`config.mk`:
```
export PLATFORM = sky130hd
export DESIGN_NAME = tdm_demux4
export DESIGN_NICKNAME = d
export VERILOG_FILES = /design/src/rtl/tdm_demux4.sv
export SDC_FILE = /design/constraint.sdc
export NUM_CORES = 1
export LEC_CHECK = 0
export BUFFER_PORTS_ARGS = -buffer_cell sky130_fd_sc_hd__buf_4
export CAP_MARGIN = 10
export CORE_MARGIN = 2
export CORE_UTILIZATION = 45
export DETAILED_ROUTE_END_ITERATION = 7
export GPL_ROUTABILITY_DRIVEN = 1
export MAX_ROUTING_LAYER = met4
export PLACE_DENSITY = 0.71
export SKIP_CTS_REPAIR_TIMING = 1
export SLEW_MARGIN = 20
export SYNTH_ARGS = -nofsm -noshare
export SYNTH_HDL_FRONTEND = slang
export SYNTH_SLANG_ARGS = --single-unit
```
`constraint.sdc`:
```
create_clock -name clk -period 1.02 [get_ports clk]
set_input_delay 0.051 -clock clk [delete_from_list [all_inputs] [get_ports clk]]
set_output_delay 0.051 -clock clk [all_outputs]
set_load 0.1 [all_outputs]
```
`src/rtl/tdm_demux4.sv`:
```
// tdm_demux4: receive end of a 4:1 time-division multiplexed link.
// Locks to frames on the slot-0 sync marker and collects slots 0..2 in a
// shadow buffer. All four channel outputs are updated together when the
// slot-3 sample arrives. Framing errors send the block back to hunting for
// sync, or restart the frame on an early sync marker.
module tdm_demux4 #(
  parameter int WIDTH = 1
) (
  input  logic             clk,
  input  logic             rst,
  input  logic [WIDTH-1:0] din,
  input  logic             valid,
  input  logic             sync,
  output logic [WIDTH-1:0] q0,
  output logic [WIDTH-1:0] q1,
  output logic [WIDTH-1:0] q2,
  output logic [WIDTH-1:0] q3,
  output logic [1:0]       sel,
  output logic             locked,
  output logic             frame_done,
  output logic             err
);

  localparam logic [0:0] HUNT   = 1'b0;
  localparam logic [0:0] LOCKED = 1'b1;

  logic [0:0]       state;
  logic [WIDTH-1:0] shadow0;
  logic [WIDTH-1:0] shadow1;
  logic [WIDTH-1:0] shadow2;

  assign locked = (state == LOCKED);

  // Frame tracking: the slot counter, shadow buffer, frame commit and status pulses
  always_ff @(posedge clk) begin
    if (rst) begin
      state      <= HUNT;
      sel        <= 2'd0;
      shadow0    <= '0;
      shadow1    <= '0;
      shadow2    <= '0;
      q0         <= '0;
      q1         <= '0;
      q2         <= '0;
      q3         <= '0;
      frame_done <= 1'b0;
      err        <= 1'b0;
    end else begin
      frame_done <= 1'b0;
      err        <= 1'b0;
      if (valid) begin
        if (state == HUNT) begin
          // Samples without sync carry no frame position, so they are dropped.
          if (sync) begin
            shadow0 <= din;
            sel     <= 2'd1;
            state   <= LOCKED;
          end
        end else if (sync) begin
          // A sync outside slot 0 abandons the partial frame and restarts it.
          if (sel != 2'd0) begin
            err <= 1'b1;
          end
          shadow0 <= din;
          sel     <= 2'd1;
        end else begin
          case (sel)
            2'd0: begin
              err   <= 1'b1;
              state <= HUNT;
              sel   <= 2'd0;
            end
            2'd1: begin
              shadow1 <= din;
              sel     <= 2'd2;
            end
            2'd2: begin
              shadow2 <= din;
              sel     <= 2'd3;
            end
            default: begin
              q0         <= shadow0;
              q1         <= shadow1;
              q2         <= shadow2;
              q3         <= din;
              frame_done <= 1'b1;
              sel        <= sel + 2'd1;
            end
          endcase
        end
      end
    end
  end

endmodule

```
==> results of run 1 <==
[power by group through the flow]
| stage | clock network (uW) | logic, uW | registers (uW) |
|---|---|---|---|
| after floorplan | 0 | 88.4 | 549 |
| after global placement | 0 | 164 | 504 |
| after detailed placement | 0 | 165 | 505 |
| after CTS | 394 | 167 | 494 |
| after global routing | 426 | 187 | 498 |
| final | 382 | 174 | 495 |
[cell families after synthesis]
logic type,count (synthesis),synth area share [%]
flip-flops,12,37.6
AND/OR/NAND/NOR,18,23.7
AO/OA/AOI/OAI,7,9.39
multiplexers,6,9.39
buffers and inverters,8,8.22
adder cells (fa/ha/maj),6,11.7
[worst min-delay path by stage]
stage          start  endpoint  depth (start not counted)
2_1_floorplan    din   shadow0                          2
3_5_place_dp     rst    sel[0]                          2
5_1_grt          rst       err                          2
4_1_cts          din   shadow0                          3
6_report         rst       err                          2
3_3_place_gp     rst    sel[0]                          2
[flip-flops by register name, indices dropped and copies added, names as in the netlist]
signal / count
err: 1
frame_done: 1
locked: 1
q0: 1
q1: 1
q2: 1
q3: 1
sel: 2
shadow0: 1
shadow1: 1
shadow2: 1
[layer usage]
metal	global-route usage, %	vias to the layer above	share of wire [%]
met5	-	-	0
met4	9.68	0	2.5
met3	3.04	4	4.4
met2	21.9	12	46
met1	18.4	213	47
li1	-	232	-
[synthesized netlist by cell type (all sizes together)]
library cell / n
a211oi: 1
a21bo: 1
a21oi: 2
a311oi: 1
a32o: 1
and4b: 1
and4bb: 2
buf: 4
dfxtp: 12
ha: 6
inv: 4
mux2i: 6
nand2: 1
nand2b: 8
nand3: 1
nand4b: 3
nor2: 1
nor3: 1
o21ai: 1
[area by class of cell]
type | count | area (sq um) | share of cell area [%]
Clock buffer | 4 | 36.3 | 4.24
Inverter | 4 | 22.5 | 2.63
Multi-Input combinational cell | 37 | 404 | 47.2
Sequential cell | 12 | 254 | 29.7
Tap cell | 15 | 18.8 | 2.19
Timing Repair Buffer | 15 | 120 | 14.0
[per-stage QoR]
step / instances / power [uW]
2_1_floorplan: 57 / 637
3_3_place_gp: 82 / 668
3_5_place_dp: 82 / 670
4_1_cts: 86 / 1050
5_1_grt: 87 / 1110
6_report: 87 / 1050
==> results.txt, run 1 <==
----------------------------------------------------
[Outcome]
  Status ... finished with violations
  Failing checks ... setup timing

[Route]
  Final wirelength ... 1.09 mm
  Iteration-0 DRC Markers ... 1
  Post-route DRC ... 0
  Via Count ... 461
  Post-detailed-route wirelength per cell ... 12.5 um
  Total iterations of the first detailed-routing run ... 2
  Remaining antenna violation count ... 0
  Average vias per placed instance ... ~5.3

[Finish]
  Growth of design area from synthesis to finish ... 33.9%
  Number of filler cells placed in the layout ... about 110
  Number of nets in the final layout ... 84
  Most common cell after layout, fill and taps aside ... buf_4
  Antenna diode instance count ... 0
  Final Core Density ... between 60% and 70%
  Final cell area excluding filler cells ... 856 sq um
  Fraction of layout cells with a size suffix above 1 ... 52.8%
  Commonest cells after routing, fill and taps aside ... 13 x buf_4, 8 x nand2b_1, 7 x dfxtp_1

[Yosys]
  Mean Syn Cell Area ... 11.2 sq um
  Top cells by area, synth ... dfxtp_1 38%, ha_1 12%, mux2i_1 9.4%
  Net count after synthesis ... 68
  Proportion of synthesized chip area in sequential cells ... between 30% and 40%
  Number of library cell types mapped by synthesis ... 22
  Post-Synthesis Cell Area ... 639 sq um
  Number of warning messages in the yosys log ... 0
  Top cell type's share of synthesized area ... 37.6%
  Flip-flop and latch count after synthesis ... 12
  Count of mapped cells out of synthesis ... 57
  Largest area contributor in the netlist ... dfxtp_1

[Timing]
  Smallest hold slack ... 43.5 ps
  Slew at the pin with the worst max-slew slack ... roughly 280 ps
  Final-layout setup total negative slack ... -146 ps
  Final hold violation count ... 0
  Worst Clk Skew ... approximately 1.8 ps
  Maximum clock frequency ... 950 MHz
  Final period util ... 103%
  Unrepaired setup endpoints after global routing ... true
  Slew margin rel. ... ~82%
  Total setup violations reported at the end of the flow ... 7
  Final number of max-transition violations ... 0
  Worst Slack Setup Final ... -32.1 ps
  Time the final worst path needs with I/O delays and setup ... roughly 1100 ps

[Critical path]
  Cells along the critical path ... ha_4, and4b_4, mux2i_1
  Last element of the critical path ... q2
  Critical path's largest stage delay ... 420 ps
  Combined buffer and inverter count along the critical path ... 0
  Data arrival time at the worst-slack endpoint ... 1260 ps
  Worst setup path start ... sel[1]
  Startpoint of the most critical register-to-register path ... sel[1]
  Crit Reg-Reg Endpoint ... q2
  Family with the most delay on the worst path ... flip-flops
  Cell with the biggest individual delay on the critical path ... dfxtp_4
  Worst path depth ... 3
  Category of the critical setup timing path ... reg2reg
  R2R setup slack ... -30 ps
  Critical Path Fanout Max ... 6
  Path depth of the worst reg2reg path ... 3
  Type of destination of the critical path ... flip-flop
  Startpoint type of the worst setup path ... flip-flop
  Worst path required time ... 1220 ps

[Clock tree]
  Latest clock arrival within the worst-skew pair ... 270 ps
  Root cell of the clock tree ... clkbuf_4
  Clock slew at reported path FFs ... 80 ps
  Maximum buffer depth of the clock tree ... 2
  TritonCTS clock tree ... yes
  H-Tree Depth ... 1
  Clock buffer count from CTS ... 3
  Sink Count ... 12

[Power and ir drop]
  Sequential fraction of design power ... 47.1%
  Internal Power ... 758 uW
  Reported net switching power ... 293 uW
  Power share of the combinational group ... 16.5%
  Clock Power Share ... 36.3%
  Net Sw Frac ... 27.8%
  Power density over the cells ... 1230 nW/um^2
  Static leakage power ... 0.000368 uW
  Highest ir drop seen on vdd ... between 0.7 and 0.8 mV

[Floorplan]
  Floorplan Core Area ... around 1300 sq um
  Floorplan die height ... 41.7 um
  Ports placed on the boundary ... 14
  Horizontal die dimension ... 41.7 um
  Num rows ... 13
  Die area ... about 1700 sq um
  Initial standard-cell utilization of the core ... around half

[Placement]
  Total cell area at the placement stage ... 795 sq um
  Hpwl dp ... about 770 um
  Post-placement setup slack ... -39.5 ps
  Placer Congestion ... around 0.68
  I/O Buffers ... 13

[GRT]
  GR Util All Layers ... 14.9%
  Via count of the first global-routing pass ... between 400 and 500
  Initial antenna violation count ... 0
  Wire length of the first global-routing pass ... 1.91 mm
  Total congestion overflow ... 0
  Largest net degree at the start of global routing ... 16

[Min path]
  Class of the worst hold path ... in2reg

[Run]
  Number of max-cap violations ... 0

----------------------------------------------------
No activity file was read; power rests on OpenSTA's default activity.
==> inputs of run 2 (changes only) <==
Settings changed: RECOVER_POWER set to 50, SLEW_MARGIN 20 to 5.
==> run 2 against run 1 <==
The run still ends with setup timing left. Clock power about the same. Core utilization decreased by 0.095 points. Sequential power about the same. Sequential cell count unchanged. Non-clock buffer count unchanged. Worst setup slack unchanged. First-iteration DRC count unchanged. Register-to-register slack about the same. Hold slack about the same. Total power about the same. Routed wire length decreased by 0.37%. Global-route usage unchanged. Highest routed layer unchanged.
==> results.txt, run 2 (synthesis results as in run 1) <==
----------------------------------------------------
[Timing]
  Time the final worst path needs with I/O delays and setup ... 1050 ps (unchanged)
  Smallest hold slack ... 43.5 ps (-0.000400 ps)
  Slew at the pin with the worst max-slew slack ... 301 ps (+22.7 ps)
  Unrepaired setup endpoints after global routing ... true
  Final hold violation count ... 0 (unchanged)
  Slew margin rel. ... 80.1% (-1.6 points)
  Worst Slack Setup Final ... -32.1 ps (unchanged)
  Worst Clk Skew ... 1.84 ps (unchanged)
  Final number of max-transition violations ... 0 (unchanged)
  Final period util ... 103% (unchanged)
  Total setup violations reported at the end of the flow ... 7 (unchanged)
  Maximum clock frequency ... 950 MHz (unchanged)

[Floorplan]
  Horizontal die dimension ... 41.7 um (unchanged)
  Floorplan Core Area ... 1320 sq um (unchanged)
  Ports placed on the boundary ... 14 (unchanged)
  Num rows ... 13 (unchanged)
  Initial standard-cell utilization of the core ... 48.5% (unchanged)
  Floorplan die height ... 41.7 um (unchanged)
  Die area ... 1740 sq um (unchanged)

[Route]
  Final wirelength ... 1.08 mm (-0.37%)
  Iteration-0 DRC Markers ... 1 (unchanged)
  Remaining antenna violation count ... 0 (unchanged)
  Via Count ... 461 (unchanged)
  Total iterations of the first detailed-routing run ... 2 (unchanged)
  Post-detailed-route wirelength per cell ... 12.4 um (-0.37%)
  Average vias per placed instance ... 5.30 (unchanged)
  Post-route DRC ... 0 (unchanged)

[Clock tree]
  Latest clock arrival within the worst-skew pair ... 270 ps (about the same)
  Clock buffer count from CTS ... 3 (unchanged)
  Root cell of the clock tree ... clkbuf_4
  Maximum buffer depth of the clock tree ... 2 (unchanged)
  TritonCTS clock tree ... yes
  Sink Count ... 12 (unchanged)
  H-Tree Depth ... 1 (unchanged)
  Clock slew at reported path FFs ... 80 ps (about the same)

[Critical path]
  Worst path required time ... 1220 ps (about the same)
  Critical path's largest stage delay ... 420 ps (about the same)
  Cells along the critical path ... ha_4, and4b_4, mux2i_1
  Startpoint type of the worst setup path ... flip-flop
  Critical Path Fanout Max ... 6 (unchanged)
  Cell with the biggest individual delay on the critical path ... dfxtp_4
  Type of destination of the critical path ... flip-flop
  Category of the critical setup timing path ... reg2reg
  Data arrival time at the worst-slack endpoint ... 1260 ps (about the same)

[Power and ir drop]
  Reported net switching power ... 293 uW (about the same)
  Highest ir drop seen on vdd ... 0.760 mV (about the same)
  Net Sw Frac ... 27.8% (about the same)
  Static leakage power ... 0.000366 uW (-0.45%)
  Power share of the combinational group ... 16.5% (about the same)
  Sequential fraction of design power ... 47.1% (about the same)
  Internal Power ... 758 uW (about the same)
  Power density over the cells ... 1230 nW/um^2 (+0.14%)
  Clock Power Share ... 36.3% (about the same)

[Placement]
  Placer Congestion ... 0.680 (unchanged)
  Hpwl dp ... 767 um (unchanged)
  I/O Buffers ... 13 (unchanged)
  Post-placement setup slack ... -39.5 ps (unchanged)

[Finish]
  Sequential Area ... 253 sq um (-0.49%)
  Final Core Density ... 64.9% (-0.095 points)
  Number of filler cells placed in the layout ... 108 (+0.93%)
  Number of flip-flops under the largest register name ... 2 (unchanged)
  Fraction of layout cells with a size suffix above 1 ... 51.4% (-1.4 points)
  Register bank with the most flops ... sel
  Area taken by multi-input logic gates ... 404 sq um (unchanged)
  Most common cell after layout, fill and taps aside ... buf_4
  Number of nets in the final layout ... 84 (unchanged)
  Commonest cells after routing, fill and taps aside ... 11 x buf_4, 8 x nand2b_1, 8 x dfxtp_1
  Antenna diode instance count ... 0 (unchanged)
  Growth of design area from synthesis to finish ... 33.7%

[GRT]
  Initial antenna violation count ... 0 (unchanged)
  Total congestion overflow ... 0 (unchanged)
  GR Util All Layers ... 14.9% (unchanged)
  Largest net degree at the start of global routing ... 16 (unchanged)
  Wire length of the first global-routing pass ... 1.91 mm (unchanged)
  Via count of the first global-routing pass ... 418 (unchanged)

[Min path]
  Class of the worst hold path ... in2reg

[Run]
  Number of max-cap violations ... 0 (unchanged)

[Outcome]
  Status ... finished with violations
  Failing checks ... setup timing

----------------------------------------------------
[run 2: cell types whose count changed in the layout (fill, tap and decap cells not counted), sizes merged]
cell	change
buf	-2
clkbuf	+2
[run 2: through the flow]
step / power (uW) / setup TNS (ps) / instance area [sq um] / instances
4_1_cts: 1050 / -226 / 831 / 86
6_report: 1050 / -142 / 855 / 87
3_5_place_dp: 670 / -61.2 / 795 / 82
3_3_place_gp: 668 / -40.0 / 795 / 82
2_1_floorplan: 637 / -1620 / 708 / 57
5_1_grt: 1110 / -536 / 855 / 87
[run 2: critical path: cells and delay by family (launching register included)]
family	cells	cell delay, ps
flops	1	420
simple gates	1	240
fa+ha+maj	1	150
mux	1	180
[run 2: final timing paths]
check               from  endpoint  slack [ps]  depth (start not counted)
hold reg to reg       q3        q3         470                          2
setup reg to reg  sel[1]        q2         -30                          3
hold / removal       rst       err          40                          2
setup / recovery  sel[1]        q2         -30                          3
[run 2: final cells by class]
| class | count | area share [%] |
|---|---|---|
| multi-input combinational | 37 | 47.3 |
| sequential | 12 | 29.6 |
| timing repair buffer | 15 | 14.1 |
| clock buffer | 4 | 4.25 |
| inverter | 4 | 2.64 |
| tap | 15 | 2.20 |
[run 2: layer usage]
metal / up-vias / track usage (%) / part of all wire [%]
met2: 12 / 21.9 / 46
li1: 232 / - / -
met1: 213 / 18.4 / 47
met3: 4 / 3.04 / 4.3
met4: 0 / 9.68 / 2.5
met5: - / - / 0
[run 2: power groups by stage]
stage          clock network (uW)  registers, uW  logic, uW
2_1_floorplan                   0            549       88.4
3_3_place_gp                    0            504        164
3_5_place_dp                    0            505        165
4_1_cts                       394            494        167
5_1_grt                       426            498        187
6_report                      382            496        173
==> inputs of run 3 (changes only) <==
Settings changed: MAX_ROUTING_LAYER met4 to unset, REMOVE_ABC_BUFFERS set to 1.
==> run 3 against run 2 <==
The run still ends with setup timing left. Via count is 4.3% higher. Non-clock buffer count is 7 higher. Clock skew hardly changed. Die area stayed put. Clock power is 25% lower. Critical endpoint is now err. Largest cell class unchanged. Largest power group unchanged.
==> results.txt, run 3 (synthesis results as in run 1) <==
----------------------------------------------------
[Floorplan]
  Floorplan Core Area ... 1320 sq um (unchanged)
  Num rows ... 13 (unchanged)
  Initial standard-cell utilization of the core ... 48.5% (unchanged)
  Ports placed on the boundary ... 14 (unchanged)
  Die area ... 1740 sq um (unchanged)
  Floorplan die height ... 41.7 um (unchanged)
  Horizontal die dimension ... 41.7 um (unchanged)

[Route]
  Post-route DRC ... 0 (unchanged)
  Final wirelength ... 1.17 mm (+8.2%)
  Iteration-0 DRC Markers ... 5 (+4)
  Post-detailed-route wirelength per cell ... 12.6 um (+1.2%)
  Total iterations of the first detailed-routing run ... 3 (+1)
  Via Count ... 481 (+4.3%)
  Remaining antenna violation count ... 0 (unchanged)
  Average vias per placed instance ... 5.17 (-2.4%)

[Clock tree]
  Latest clock arrival within the worst-skew pair ... 270 ps (about the same)
  TritonCTS clock tree ... yes
  Sink Count ... 12 (unchanged)
  Root cell of the clock tree ... clkbuf_4
  Maximum buffer depth of the clock tree ... 2 (unchanged)
  Clock buffer count from CTS ... 3 (unchanged)
  Clock slew at reported path FFs ... 70 ps (about the same)
  H-Tree Depth ... 1 (unchanged)

[Finish]
  Number of nets in the final layout ... 91 (+8.3%)
  Area taken by multi-input logic gates ... 369 sq um (-8.7%)
  Fraction of layout cells with a size suffix above 1 ... 52.6% (+1.2 points)
  Commonest cells after routing, fill and taps aside ... 12 x buf_4, 9 x dfxtp_1, 8 x nand2b_1
  Number of filler cells placed in the layout ... 87 (-19%)
  Antenna diode instance count ... 0 (unchanged)
  Sequential Area ... 249 sq um (-1.5%)
  Number of flip-flops under the largest register name ... 2 (unchanged)
  Most common cell after layout, fill and taps aside ... buf_4
  Growth of design area from synthesis to finish ... 40.1%
  Register bank with the most flops ... sel
  Cell Count, Final, Fillers Out ... 93 (+6.9%)

[Timing]
  Slew margin rel. ... 80.1% (about the same)
  Final hold violation count ... 0 (unchanged)
  Unrepaired setup endpoints after global routing ... true
  Final number of max-transition violations ... 0 (unchanged)
  Total setup violations reported at the end of the flow ... 9 (+2)
  Worst Clk Skew ... 2.06 ps (+0.219 ps)
  Maximum clock frequency ... 877 MHz (-7.7%)
  Slew at the pin with the worst max-slew slack ... 300 ps (-0.343 ps)
  Final-layout setup total negative slack ... -334 ps (-192 ps)
  Time the final worst path needs with I/O delays and setup ... 1140 ps (+87.9 ps)
  Worst Slack Setup Final ... -120 ps (-87.9 ps)
  Final period util ... 112% (+8.6 points)

[Outcome]
  Failing checks ... setup timing
  Status ... finished with violations

[Critical path]
  Worst path required time ... 1200 ps (-20 ps)
  Cell with the biggest individual delay on the critical path ... dfxtp_4
  Startpoint of the most critical register-to-register path ... sel[1]
  Crit Reg-Reg Endpoint ... err
  Category of the critical setup timing path ... reg2reg
  Worst setup path start ... sel[1]
  Startpoint type of the worst setup path ... flip-flop
  Type of destination of the critical path ... flip-flop
  Data arrival time at the worst-slack endpoint ... 1320 ps (+60 ps)
  Critical Path Fanout Max ... 4 (-2)
  Critical path's largest stage delay ... 370 ps (-50 ps)
  Cells along the critical path ... inv_2, ha_2, ha_1, nor3_1
  Path depth of the worst reg2reg path ... 4 (+1)
  R2R setup slack ... -120 ps (-90 ps)

[GRT]
  Initial antenna violation count ... 0 (unchanged)
  Total congestion overflow ... 0 (unchanged)
  Wire length of the first global-routing pass ... 1.90 mm (-0.73%)
  Via count of the first global-routing pass ... 445 (+6.5%)
  Largest net degree at the start of global routing ... 16 (unchanged)
  GR Util All Layers ... 14.2% (-0.69 points)

[Min path]
  Min-delay src ... rst
  Worst hold endpoint ... sel[0]
  Instance count along the most critical hold path ... 2 (unchanged)
  Class of the worst hold path ... in2reg

[Power and ir drop]
  Highest ir drop seen on vdd ... 0.716 mV (-5.7%)
  Power density over the cells ... 1090 nW/um^2 (-11%)
  Static leakage power ... 0.000400 uW (+9.2%)

[Placement]
  Placer Congestion ... 0.710 (+4.4%)
  Total placed cells including tap cells ... 89 (+8.5%)
  Post-placement setup slack ... -104 ps (-64.5 ps)
  Hpwl dp ... 790 um (+3.0%)
  I/O Buffers ... 13 (unchanged)

[Run]
  Number of max-cap violations ... 0 (unchanged)

----------------------------------------------------
==> run 3: changes by cell type in the layout (fill, tap and decap cells not counted), moves of 2 or more <==
cell,previous run,this run
buf_12,0,3
ha_4,4,1
buf_6,2,5
inv_2,0,2
ha_2,1,4
==> run 3: worst max path at each step <==
stage | cells after the start | slack, ps | to
global placement | 4 | -90 | sel[0]
global route | 4 | -140 | err
CTS | 2 | -310 | locked
detailed placement | 4 | -100 | err
floorplan | 4 | -940 | err
finish | 4 | -120 | err
==> run 3: metrics by stage <==
step / hold WS (ps) / utilization [%] / area [sq um] / total power (uW)
final: 25.8 / 68.0 / 896 / 979
after global routing: 28.7 / 68.0 / 896 / 1020
after CTS: 32.2 / 60.8 / 801 / 956
after detailed placement: 324 / 59.1 / 778 / 669
after global placement: 320 / 59.1 / 778 / 666
after floorplan: 116 / - / 602 / 597
==> run 3: area by class of cell <==
type | count | area share (%)
multi-input cells | 37 | 41.2
repair buffers | 22 | 24.7
well taps | 15 | 2.09
inverters | 4 | 1.68
clock buffers | 3 | 2.51
flip-flops and latches | 12 | 27.8
==> run 3: critical path: cells and delay by family, from the launching register on <==
kind,cells,cell delay [ps]
flip-flops,1,370
adder cells (fa/ha/maj),2,450
buffers and inverters,1,50
AND/OR/NAND/NOR,1,180
==> run 3: layer usage <==
metal / part of all wire, % / wire (um) / GRT usage, %
met1: 43 / 498 / 17.6
met4: 0.43 / 5 / 7.74
met3: 2.5 / 29 / 2.61
met2: 54 / 636 / 23.1
met5: 0 / 0 / 0
==> run 3: power by group <==
part | internal (uW) | switching, uW
registers | 475 | 13.1
clock network | 136 | 150
logic | 90.0 | 114
total | 702 | 277
